==> src/rtl/mem_arbiter.sv <==
// Shared memory port arbiter between instruction fetch and data access.
// A data request wins over a fetch; each requester keeps a done flag and a
// result buffer so the pipeline can sit in a stall without reissuing the
// access. A wait counter aborts a transaction that is never acknowledged.
module mem_arbiter #(
    parameter int MAX_WAIT = 15
) (
    input  logic        clk,
    input  logic        rst,
    input  logic [5:0]  stall_i,
    input  logic        if_ce_i,
    input  logic [31:0] if_addr_i,
    output logic [31:0] if_data_o,
    output logic        if_stallreq_o,
    input  logic        mem_ce_i,
    input  logic        mem_we_i,
    input  logic [31:0] mem_addr_i,
    input  logic [3:0]  mem_sel_i,
    input  logic [31:0] mem_wdata_i,
    output logic [31:0] mem_rdata_o,
    output logic        mem_stallreq_o,
    output logic        bus_req_o,
    output logic        bus_we_o,
    output logic [31:0] bus_addr_o,
    output logic [3:0]  bus_sel_o,
    output logic [31:0] bus_wdata_o,
    input  logic [31:0] bus_rdata_i,
    input  logic        bus_ack_i,
    output logic        bus_err_o
);

    typedef enum logic [1:0] {IDLE, IFETCH, DATA} state_t;

    state_t      state_q, state_d;
    logic [3:0]  wait_cnt_q, wait_cnt_d;
    logic        if_valid_q, if_valid_d;
    logic        mem_valid_q, mem_valid_d;
    logic [31:0] if_buf_q, if_buf_d;
    logic [31:0] mem_buf_q, mem_buf_d;

    logic        if_pend, mem_pend;
    logic        busy, timeout, done;
    logic        if_done, mem_done;
    logic [31:0] done_data;
    logic        stall_unused;

    // Only the IF and MEM stall bits gate the done flags.
    assign stall_unused = ^{stall_i[5], stall_i[3:2], stall_i[0]};

    assign if_pend   = if_ce_i & ~if_valid_q;
    assign mem_pend  = mem_ce_i & ~mem_valid_q;
    assign busy      = (state_q != IDLE);
    // A timed-out transaction completes like an ack but returns zero data.
    assign timeout   = busy & ~bus_ack_i & (wait_cnt_q == 4'(MAX_WAIT));
    assign done      = busy & (bus_ack_i | timeout);
    assign done_data = bus_ack_i ? bus_rdata_i : 32'h0;
    assign if_done   = done & (state_q == IFETCH);
    assign mem_done  = done & (state_q == DATA);

    // State, counter, done flags and buffers with asynchronous reset.
    always_ff @(posedge clk or negedge rst) begin
        if (!rst) begin
            state_q     <= IDLE;
            wait_cnt_q  <= 4'd0;
            if_valid_q  <= 1'b0;
            mem_valid_q <= 1'b0;
            if_buf_q    <= 32'h0;
            mem_buf_q   <= 32'h0;
        end else begin
            state_q     <= state_d;
            wait_cnt_q  <= wait_cnt_d;
            if_valid_q  <= if_valid_d;
            mem_valid_q <= mem_valid_d;
            if_buf_q    <= if_buf_d;
            mem_buf_q   <= mem_buf_d;
        end
    end

    // Next state: fixed priority to data, back-to-back handoff on completion.
    always_comb begin
        state_d = state_q;
        case (state_q)
            IDLE: begin
                if (mem_pend)     state_d = DATA;
                else if (if_pend) state_d = IFETCH;
            end
            IFETCH: if (done) state_d = mem_pend ? DATA : IDLE;
            DATA:   if (done) state_d = if_pend ? IFETCH : IDLE;
            default: state_d = IDLE;
        endcase
    end

    // Wait counter restarts on every state entry, counts unacked busy cycles.
    always_comb begin
        wait_cnt_d = 4'd0;
        if (busy && !done) wait_cnt_d = wait_cnt_q + 4'd1;
    end

    // Done flags and buffers; a released stall clears the flag and wins over a set.
    always_comb begin
        if_valid_d  = if_valid_q;
        mem_valid_d = mem_valid_q;
        if_buf_d    = if_buf_q;
        mem_buf_d   = mem_buf_q;
        if (if_done) begin
            if_valid_d = 1'b1;
            if_buf_d   = done_data;
        end
        if (mem_done) begin
            mem_valid_d = 1'b1;
            mem_buf_d   = done_data;
        end
        if (!stall_i[1]) if_valid_d  = 1'b0;
        if (!stall_i[4]) mem_valid_d = 1'b0;
    end

    // Shared port drive follows the granted requester combinationally.
    always_comb begin
        bus_req_o   = 1'b0;
        bus_we_o    = 1'b0;
        bus_addr_o  = 32'h0;
        bus_sel_o   = 4'h0;
        bus_wdata_o = 32'h0;
        case (state_q)
            IFETCH: begin
                bus_req_o  = 1'b1;
                bus_addr_o = if_addr_i;
                bus_sel_o  = 4'hF;
            end
            DATA: begin
                bus_req_o   = 1'b1;
                bus_we_o    = mem_we_i;
                bus_addr_o  = mem_addr_i;
                bus_sel_o   = mem_sel_i;
                bus_wdata_o = mem_wdata_i;
            end
            default: ;
        endcase
    end

    assign bus_err_o = timeout;

    // Stall requests are masked while reset is asserted.
    assign if_stallreq_o  = rst & if_ce_i & ~if_valid_q
                            & ~((state_q == IFETCH) & bus_ack_i);
    assign mem_stallreq_o = rst & mem_ce_i & ~mem_valid_q
                            & ~((state_q == DATA) & bus_ack_i);

    assign if_data_o   = if_valid_q ? if_buf_q :
                         (((state_q == IFETCH) & bus_ack_i) ? bus_rdata_i : 32'h0);
    assign mem_rdata_o = mem_valid_q ? mem_buf_q :
                         (((state_q == DATA) & bus_ack_i) ? bus_rdata_i : 32'h0);

endmodule

==> config.mk <==
export PLATFORM = sky130hd
export DESIGN_NAME = mem_arbiter
export DESIGN_NICKNAME = d
export VERILOG_FILES = /design/src/rtl/mem_arbiter.sv
export SDC_FILE = /design/constraint.sdc
export NUM_CORES = 1
export LEC_CHECK = 0
export ABC_AREA = 1
export BUFFER_PORTS_ARGS = -buffer_cell sky130_fd_sc_hd__buf_2
export CORE_AREA = 4 4 106 108
export CTS_CLUSTER_DIAMETER = 60
export DETAILED_ROUTE_END_ITERATION = 10
export DIE_AREA = 0 0 110 112
export HOLD_SLACK_MARGIN = 0.08
export PLACE_DENSITY_LB_ADDON = 0.15
export SYNTH_ARGS = -nofsm -noshare
export SYNTH_HDL_FRONTEND = slang
export SYNTH_SLANG_ARGS = --single-unit
==> constraint.sdc <==
create_clock -name clk -period 2.6 [get_ports clk]
set_input_delay 0.39 -clock clk [delete_from_list [all_inputs] [get_ports clk]]
set_output_delay 0.39 -clock clk [all_outputs]
set_load 0.01 [all_outputs]
==> flow_summary.ini, run 1 <==
[worst_hold_path]
hold_class = input pin to register

[critical_path]
critPathMaxStageDelay_ps = 420
critPathMostFrequentCell = buf_4
crit_type = register to output pin
path_cells = inv_1, ha_1, buf_4, nand2_1, buf_4, o21ai_0, buf_2
end_kind = output pin
cpMaxStageDelayCell = dfrtp_1
cp_max_fo = 32
start_kind = register
arrival_ps = 2000
critPathBufInv = 4
required_ps = 2210
cp_top_family = buffers and inverters

[clocking]
cts_hold_buffers = 0
root_buffer = clkbuf_8
cts_inserted_buffers = 9
clk_pin_slew_ps = 80
htree_levels = 3
numClockSinks = 72
postCtsSetupBuffers = 0
cts_tree = done
clk_latency_ps = 350
cts_resized = 0
clk_path_buf_depth = 2

[final_layout]
areaGrowthSynthToFinish_pct = 35.1
drive_gt1_share_pct = 41.3
mostFrequentLayoutCells = buf_2, nand2_1, dfrtp_1
fin_nets = 1035
layout.cells.most_common = buf_2
layoutNonFillerInstCount = 1029

[floorplan]
start_util_pct = 44.1
die_x_um = 110
die_h_um = 112
fp-row-count = 37
die-area_mm2 = 0.0123
io_pins = 281
core_mm2 = 0.0102

[timing]
finalMaxSlewViolations = 0
hold_viol_final = 0
final.period_utilization_pct = 91.8
setup_tns_ps = 0
post-route-min-period_ps = 2390
worstMarginPinSlew_ps = 923
clock.fmax_ghz = 0.419
hold_ws_ps = 285
fin_skew_ps = 12.0
rsz0062_at_grt = false
setup_slack_ps = 214
slew_headroom_pct = 38.4
setup-violations-final = 0

[pwr]
p_per_area_mw_per_mm2 = 850
p_leak_nw = 3.47
irDropWorstVdd_v = 0.000328

[logic_synthesis]
synth_fp_nets = 780
ys_seq_area_share_pct = 39.9
ys_seq_elements = 72
synth_cell_types = 26
avgSynthCellArea_um2 = 7.15
syn_inst = 631
yosysWarnings = 0
synth_area_mm2 = 0.00451

[global_route]
overflow = 0
antenna_found_initial = 2
grt_pass1_vias = 4918
grt_pass1_wl_um = 24300
grt_max_degree = 73
track_usage_pct = 24.8

[run_status]
status = completed

[detailed_routing]
drtAntennaViolNets = 0
drt_wl_total_um = 15600
drt_iter0_markers = 389
dr.pass1.iters = 5
vias = 5046
wl_per_cell_um = 15.1
post_drt_via_cell_ratio = 4.90
drc = 0

[job]
max-cap-violations = 0

[placement]
gp_congestion = 0.923
dp.cells = 1011
place_ws_ps = 448
dp_hpwl_um = 11600
io_buffers = 276
[report_power, final]
| part | switching, mW | internal [mW] |
|---|---|---|
| clock | 0.458 | 0.350 |
| combinational | 1.66 | 0.964 |
| sequential | 0.226 | 1.53 |
| total | 2.34 | 2.84 |
[cell families after synthesis]
family	Yosys count	synth area share, %
AOI/OAI and AO/OA	167	22.7
xor gates and xnor gates	2	0.388
adders and majority gates	5	1.39
buffers and inverters	89	9.79
DFF	72	39.9
and+or+nand+nor	296	25.8
[synth_stat cells]
cell	instances	area, um2
o21bai_1	1	7.51
buf_6	12	135
nand2_1	260	976
xnor2_1	1	8.76
nor3_1	2	10.0
nor2_1	14	52.6
or2_2	1	6.26
nand2_2	12	75.1
nand3b_1	1	7.51
a211oi_1	2	15.0
nand3_2	1	10.0
clkbuf_1	20	75.1
nand3_1	5	25.0
o21ai_2	44	385
xor2_1	1	8.76
o21ai_1	16	80.1
inv_1	41	154
a21oi_4	1	16.3
inv_2	1	3.75
buf_2	14	70.1
a21oi_1	33	165
buf_1	1	3.75
dfrtp_1	72	1800
o21ai_0	68	340
ha_1	5	62.6
a21boi_0	2	15.0
[metal layers]
metal	part of all wire, %	wire length (um)	global-route usage, %
met2	52	8080	43.2
met1	38	5970	29.4
met3	7.7	1190	6.43
met5	0	0	0
met4	2.0	310	7.56
[registers in the layout, summed over array words and instances (netlist names)]
register,flops
if_buf_q,32
state_q,2
mem_buf_q,32
wait_cnt_q,4
mem_valid_q,1
if_valid_q,1
[path summary, 6_finish.rpt]
path / from / endpoint / slack [ps] / cells past startpoint
max: state_q[1] / if_data_o[26] / 210 / 7
min: stall_i[1] / if_valid_q / 280 / 2
max reg2reg: state_q[0] / if_buf_q[22] / 820 / 7
min reg2reg: wait_cnt_q[0] / wait_cnt_q[0] / 470 / 1
max in group asynchronous: rst / wait_cnt_q[1] / 1680 / 2
min in group asynchronous: rst / mem_buf_q[5] / 320 / 2
[final cells by class]
class                   count  area (um2)
inverters                  42         158
well taps                 136         170
fillers                   988        4140
flip-flops and latches     72        1800
diodes                      2        5.00
multi-input cells         470        2270
repair buffers            291        1510
clock inverters             6        46.3
clock buffers              10         128
[per-stage QoR]
step           utilization (%)  instance area, um2  power [mW]
2_1_floorplan                -                4510        3.49
3_3_place_gp              57.7                5910        4.33
3_5_place_dp              57.7                5910        4.39
4_1_cts                   59.4                6080        5.20
5_1_grt                   59.6                6090        5.62
6_report                  59.6                6090        5.18
Note: power is estimated with default switching activity, not from simulation.
==> run 2, diff against run 1 <==
--- a/config.mk
+++ b/config.mk
@@ -11,8 +11,10 @@
 export CTS_CLUSTER_DIAMETER = 60
 export DETAILED_ROUTE_END_ITERATION = 10
 export DIE_AREA = 0 0 110 112
+export GPL_TIMING_DRIVEN = 0
 export HOLD_SLACK_MARGIN = 0.08
 export PLACE_DENSITY_LB_ADDON = 0.15
+export REMOVE_ABC_BUFFERS = 1
 export SYNTH_ARGS = -nofsm -noshare
 export SYNTH_HDL_FRONTEND = slang
 export SYNTH_SLANG_ARGS = --single-unit
==> flow_summary.ini, run 2 (synthesized netlist as in run 1, its figures left out) <==
[pwr]
p_per_area_mw_per_mm2 = 881
switching_power_mw = 2.40
p_int_mw = 2.97
seqPwrFrac_pct = 33.8
p_leak_nw = 3.45
p_comb_share_pct = 51.3
p_total_mw = 5.37
netSwitchingFraction_pct = 44.7
irDropWorstVdd_v = 0.000421
pwr-share-clk_pct = 14.9

[job]
max-cap-violations = 0

[timing]
slew_headroom_pct = 38.7
final.period_utilization_pct = 94.2
clock.fmax_ghz = 0.408
fin_skew_ps = 5.53
hold_ws_ps = 189
setup_tns_ps = 0
post-route-min-period_ps = 2450
finalMaxSlewViolations = 0
setup-violations-final = 0
rsz0062_at_grt = false
worstMarginPinSlew_ps = 920
hold_viol_final = 0

[critical_path]
cpMaxStageDelayCell = dfrtp_1
end_kind = output pin
cp_max_fo = 32
required_ps = 2210
path_cells = inv_1, ha_4, nand2_4, o21ai_0, buf_2
cp.depth = 5
critPathMaxStageDelay_ps = 450
critPathBufInv = 2
crit_type = register to output pin
arrival_ps = 2060
cp_top_family = flip-flops
start_kind = register
reg2regPathDepth = 6

[final_layout]
drive_gt1_share_pct = 41.1
mostFrequentLayoutCells = buf_2, nand2_1, dfrtp_1
utilization_pct = 59.6
design_area_mm2 = 0.00610
fin_nets = 1027
largestRegisters = if_buf_q (32), mem_buf_q (32), wait_cnt_q (4)
diodes = 0
layout.cells.most_common = buf_2
areaGrowthSynthToFinish_pct = 35.2

[clocking]
clk_pin_slew_ps = 70
cts_hold_buffers = 0
htree_levels = 3
clk_latency_ps = 340
numClockSinks = 72
clk_path_buf_depth = 2
cts_tree = done
cts_inserted_buffers = 9
root_buffer = clkbuf_8

[global_route]
overflow = 0
grt_pass1_wl_um = 24600
track_usage_pct = 25.4
grt_max_degree = 74
antenna_found_initial = 1
grt_pass1_vias = 4881

[detailed_routing]
vias = 5054
drc = 0
dr.pass1.iters = 8
drtAntennaViolNets = 0
drt_wl_total_um = 16400
wl_per_cell_um = 16.1
post_drt_via_cell_ratio = 4.97
drt_iter0_markers = 469

[placement]
io_buffers = 276
dpl_cell_area_mm2 = 0.00581
dp_hpwl_um = 11400
gp_congestion = 0.906

[floorplan]
io_pins = 281
die_x_um = 110
fp-row-count = 37
core_mm2 = 0.0102
die-area_mm2 = 0.0123
start_util_pct = 44.1
die_h_um = 112

[run_status]
status = completed

[worst_hold_path]
hold_class = input pin to async pin
-- run 2: cell count changes in the layout (fill, tap and decap cells not counted), moves of 3 or more --
cell,previous run,this run
buf_4,13,4
clkbuf_8,9,12
clkinv_4,3,0
nand2_2,13,10
nand2_4,0,3
-- run 2: power by group through the flow --
stage | sequential, mW | clock [mW] | combinational (mW)
final | 1.82 | 0.798 | 2.76
after floorplan | 1.75 | 0 | 1.59
after CTS | 1.81 | 0.820 | 2.66
after detailed placement | 1.82 | 0 | 2.57
after global placement | 1.80 | 0 | 2.51
after global routing | 1.86 | 0.874 | 3.06
-- run 2: worst paths after layout --
kind | startpoint | to | slack (ps)
max reg2reg | state_q[1] | if_buf_q[12] | 490
min reg2reg | wait_cnt_q[0] | wait_cnt_q[0] | 460
min | rst | mem_buf_q[6] | 190
max | state_q[0] | mem_rdata_o[13] | 150
max in group asynchronous | rst | mem_valid_q | 1720
min in group clk | stall_i[4] | mem_valid_q | 290
-- run 2: metrics by stage --
stage / cells / worst slack [ps]
final: 1017 / 151
after global routing: 1017 / 26.8
after CTS: 1012 / 14.7
after detailed placement: 997 / -1220
after global placement: 996 / -2090
after floorplan: 584 / -672
-- run 2: layout make-up --
| type | count | area (um2) |
|---|---|---|
| clock buffers | 14 | 173 |
| fillers | 1038 | 4130 |
| inverters | 42 | 161 |
| multi-input cells | 470 | 2330 |
| flip-flops and latches | 72 | 1810 |
| well taps | 136 | 170 |
| repair buffers | 282 | 1450 |
| repair inverters | 1 | 7.51 |
-- run 2: routing by layer --
metal  vias up  share of wire (%)  global-route usage (%)
met2       195                 51                    43.9
met4         2                2.3                    10.1
met1      2334                 38                    29.3
met5         -              0.079                       0
met3        26                8.2                    6.72
li1       2497                  -                       -
-- run 2: what timing repair did --
action,4_1_cts,5_1_grt
gates cloned,1,0
gates resized for setup,12,1
setup endpoints to repair,134,31
buffers inserted,0,5
endpoints found under the hold margin,0,0
pin swaps,0,0
==> run 3, diff against run 2 <==
--- a/config.mk
+++ b/config.mk
@@ -6,11 +6,11 @@
 export NUM_CORES = 1
 export LEC_CHECK = 0
 export ABC_AREA = 1
-export BUFFER_PORTS_ARGS = -buffer_cell sky130_fd_sc_hd__buf_2
-export CORE_AREA = 4 4 106 108
+export BUFFER_PORTS_ARGS = -buffer_cell sky130_fd_sc_hd__buf_4
+export CORE_AREA = 4 4 113 115
 export CTS_CLUSTER_DIAMETER = 60
 export DETAILED_ROUTE_END_ITERATION = 10
-export DIE_AREA = 0 0 110 112
+export DIE_AREA = 0 0 117 119
 export GPL_TIMING_DRIVEN = 0
 export HOLD_SLACK_MARGIN = 0.08
 export PLACE_DENSITY_LB_ADDON = 0.15
==> constraint.sdc (replaced) <==
create_clock -name clk -period 2.2 [get_ports clk]
set_input_delay 0.33 -clock clk [delete_from_list [all_inputs] [get_ports clk]]
set_output_delay 0.33 -clock clk [all_outputs]
set_load 0.01 [all_outputs]
==> flow_summary.ini, run 3 (synthesized netlist as in run 1, its figures left out) <==
[run_status]
status = finished with violations
violations = negative hold slack

[clocking]
clk_pin_slew_ps = 50
clk_latency_ps = 320
numClockSinks = 72
clk_path_buf_depth = 2
htree_levels = 3
cts_tree = done
root_buffer = clkbuf_16
cts_inserted_buffers = 9

[timing]
final.period_utilization_pct = 95.9
rsz0062_at_grt = true
hold_viol_final = 32
hold_ws_ps = -21.0
setup_tns_ps = 0
clock.fmax_ghz = 0.474
slew_headroom_pct = 40.9
post-route-min-period_ps = 2110
setup-violations-final = 0
worstMarginPinSlew_ps = 886
finalMaxSlewViolations = 0
fin_skew_ps = 6.17

[final_layout]
mostFrequentLayoutCells = buf_4, nand2_1, dfrtp_1
largestRegisters = if_buf_q (32), mem_buf_q (32), wait_cnt_q (4)
layout.cells.most_common = buf_4
diodes = 0
drive_gt1_share_pct = 42.6
areaGrowthSynthToFinish_pct = 57.4
fin_nets = 1041
n_fill_cell = 1067

[detailed_routing]
drt_wl_total_um = 16900
drt_iter0_markers = 337
wl_per_cell_um = 16.2
vias = 5141
post_drt_via_cell_ratio = 4.92
dr.pass1.iters = 4
drc = 0
drtAntennaViolNets = 0

[pwr]
seqPwrFrac_pct = 28.8
p_int_mw = 4.44
pwr-share-clk_pct = 18.2
p_total_mw = 7.41
switching_power_mw = 2.97
irDropWorstVdd_v = 0.000548
netSwitchingFraction_pct = 40.1
p_comb_share_pct = 53.0
p_per_area_mw_per_mm2 = 1040
p_leak_nw = 3.70

[floorplan]
fp-row-count = 40
die_x_um = 117
die_h_um = 119
die-area_mm2 = 0.0139
io_pins = 281
start_util_pct = 38.2
core_mm2 = 0.0118

[worst_hold_path]
hold_class = input pin to async pin

[global_route]
antenna_found_initial = 0
grt_max_degree = 74
overflow = 0
grt_pass1_wl_um = 25600
grt_pass1_vias = 5031
track_usage_pct = 23.3

[critical_path]
cp.depth = 4
reg2regPathDepth = 6
start_kind = register
worst-r2r-setup-slack_ps = 110
end_kind = output pin
r2r_end = if_valid_q
crit_type = register to output pin
required_ps = 1870
cpMaxStageDelayCell = dfrtp_4
critPathMaxStageDelay_ps = 610
r2r_start = wait_cnt_q[0]
crit_path_end = if_data_o[24]
cp_max_fo = 32
path_cells = clkinvlp_4, nand2_8, o21ai_0, buf_4
startpoint = if_valid_q
cp_top_family = flip-flops
arrival_ps = 1780
critPathBufInv = 2

[placement]
dp_hpwl_um = 11500
gp_congestion = 0.874
io_buffers = 276

[job]
max-cap-violations = 0
run 3: cell types whose count changed in the layout (fill, tap and decap cells not counted), sizes merged:
cell and change:
inv -2, clkbuf -1, dlygate4sd3 +2, buf +12, clkinv +3, clkinvlp +2
run 3: what timing repair did:
| action | in CTS | in global routing |
|---|---|---|
| gates resized for setup | 22 | 8 |
| setup buffers | 14 | 2 |
| setup endpoints to repair | 180 | 67 |
| endpoints found under the hold margin | 0 | 2 |
| pin swaps | 0 | 1 |
| hold buffers | 0 | 2 |
| gates cloned | 1 | 0 |
run 3: worst min path at each step:
stage	start	to	slack, ps	cells after the start
final	rst	mem_buf_q[7]	-20	1
after global placement	wait_cnt_q[0]	wait_cnt_q[0]	450	1
after detailed placement	wait_cnt_q[0]	wait_cnt_q[0]	470	1
after floorplan	rst	if_buf_q[0]	30	0
after global routing	rst	if_buf_q[5]	30	1
after CTS	rst	mem_buf_q[8]	180	1
run 3: worst register-to-register path: stages, from the launching register on:
cell	delay [ps]
dfrtp_1	370
ha_1	230
nand3_2	140
a21oi_4	190
nand2_2	460
buf_12	390
a21boi_0	220
run 3: metrics by stage:
| step | hold WS [ps] | util (%) | worst slack [ps] | cell area (um2) | std cells |
|---|---|---|---|---|---|
| after floorplan | 34.4 | - | -1040 | 4230 | 584 |
| after global placement | 446 | 54.9 | -2530 | 6480 | 1007 |
| after detailed placement | 468 | 55.3 | -1580 | 6530 | 1009 |
| after CTS | 179 | 59.8 | -3.98 | 7060 | 1040 |
| after global routing | 25.4 | 60.1 | -26.1 | 7100 | 1044 |
| final | -21.0 | 60.1 | 89.2 | 7100 | 1044 |
run 3: final cells by class:
cell class	count	area [um2]	area share, %
Clock buffer	13	270	3.81
Inverter	42	169	2.38
Timing Repair inverter	1	7.51	0.106
Sequential cell	72	1810	25.5
Timing Repair Buffer	296	2300	32.4
Tap cell	147	184	2.59
Multi-Input combinational cell	470	2340	33.0
Clock inverter	3	15.0	0.212
run 3: per-layer routing:
layer | wire length, um | global-route usage (%) | share of wire [%]
met5 | 0 | 0 | 0
met2 | 8750 | 41.0 | 52
met3 | 1420 | 6.40 | 8.4
met1 | 6370 | 27.0 | 38
met4 | 334 | 7.53 | 2.0
run 3: power by group through the flow:
stage	Clock, mW	Sequential [mW]	Combinational (mW)
after global routing	1.45	2.19	4.31
final	1.35	2.13	3.93
after detailed placement	0	2.16	3.39
after global placement	0	2.14	3.32
after floorplan	0	2.07	1.88
after CTS	1.38	2.13	3.92
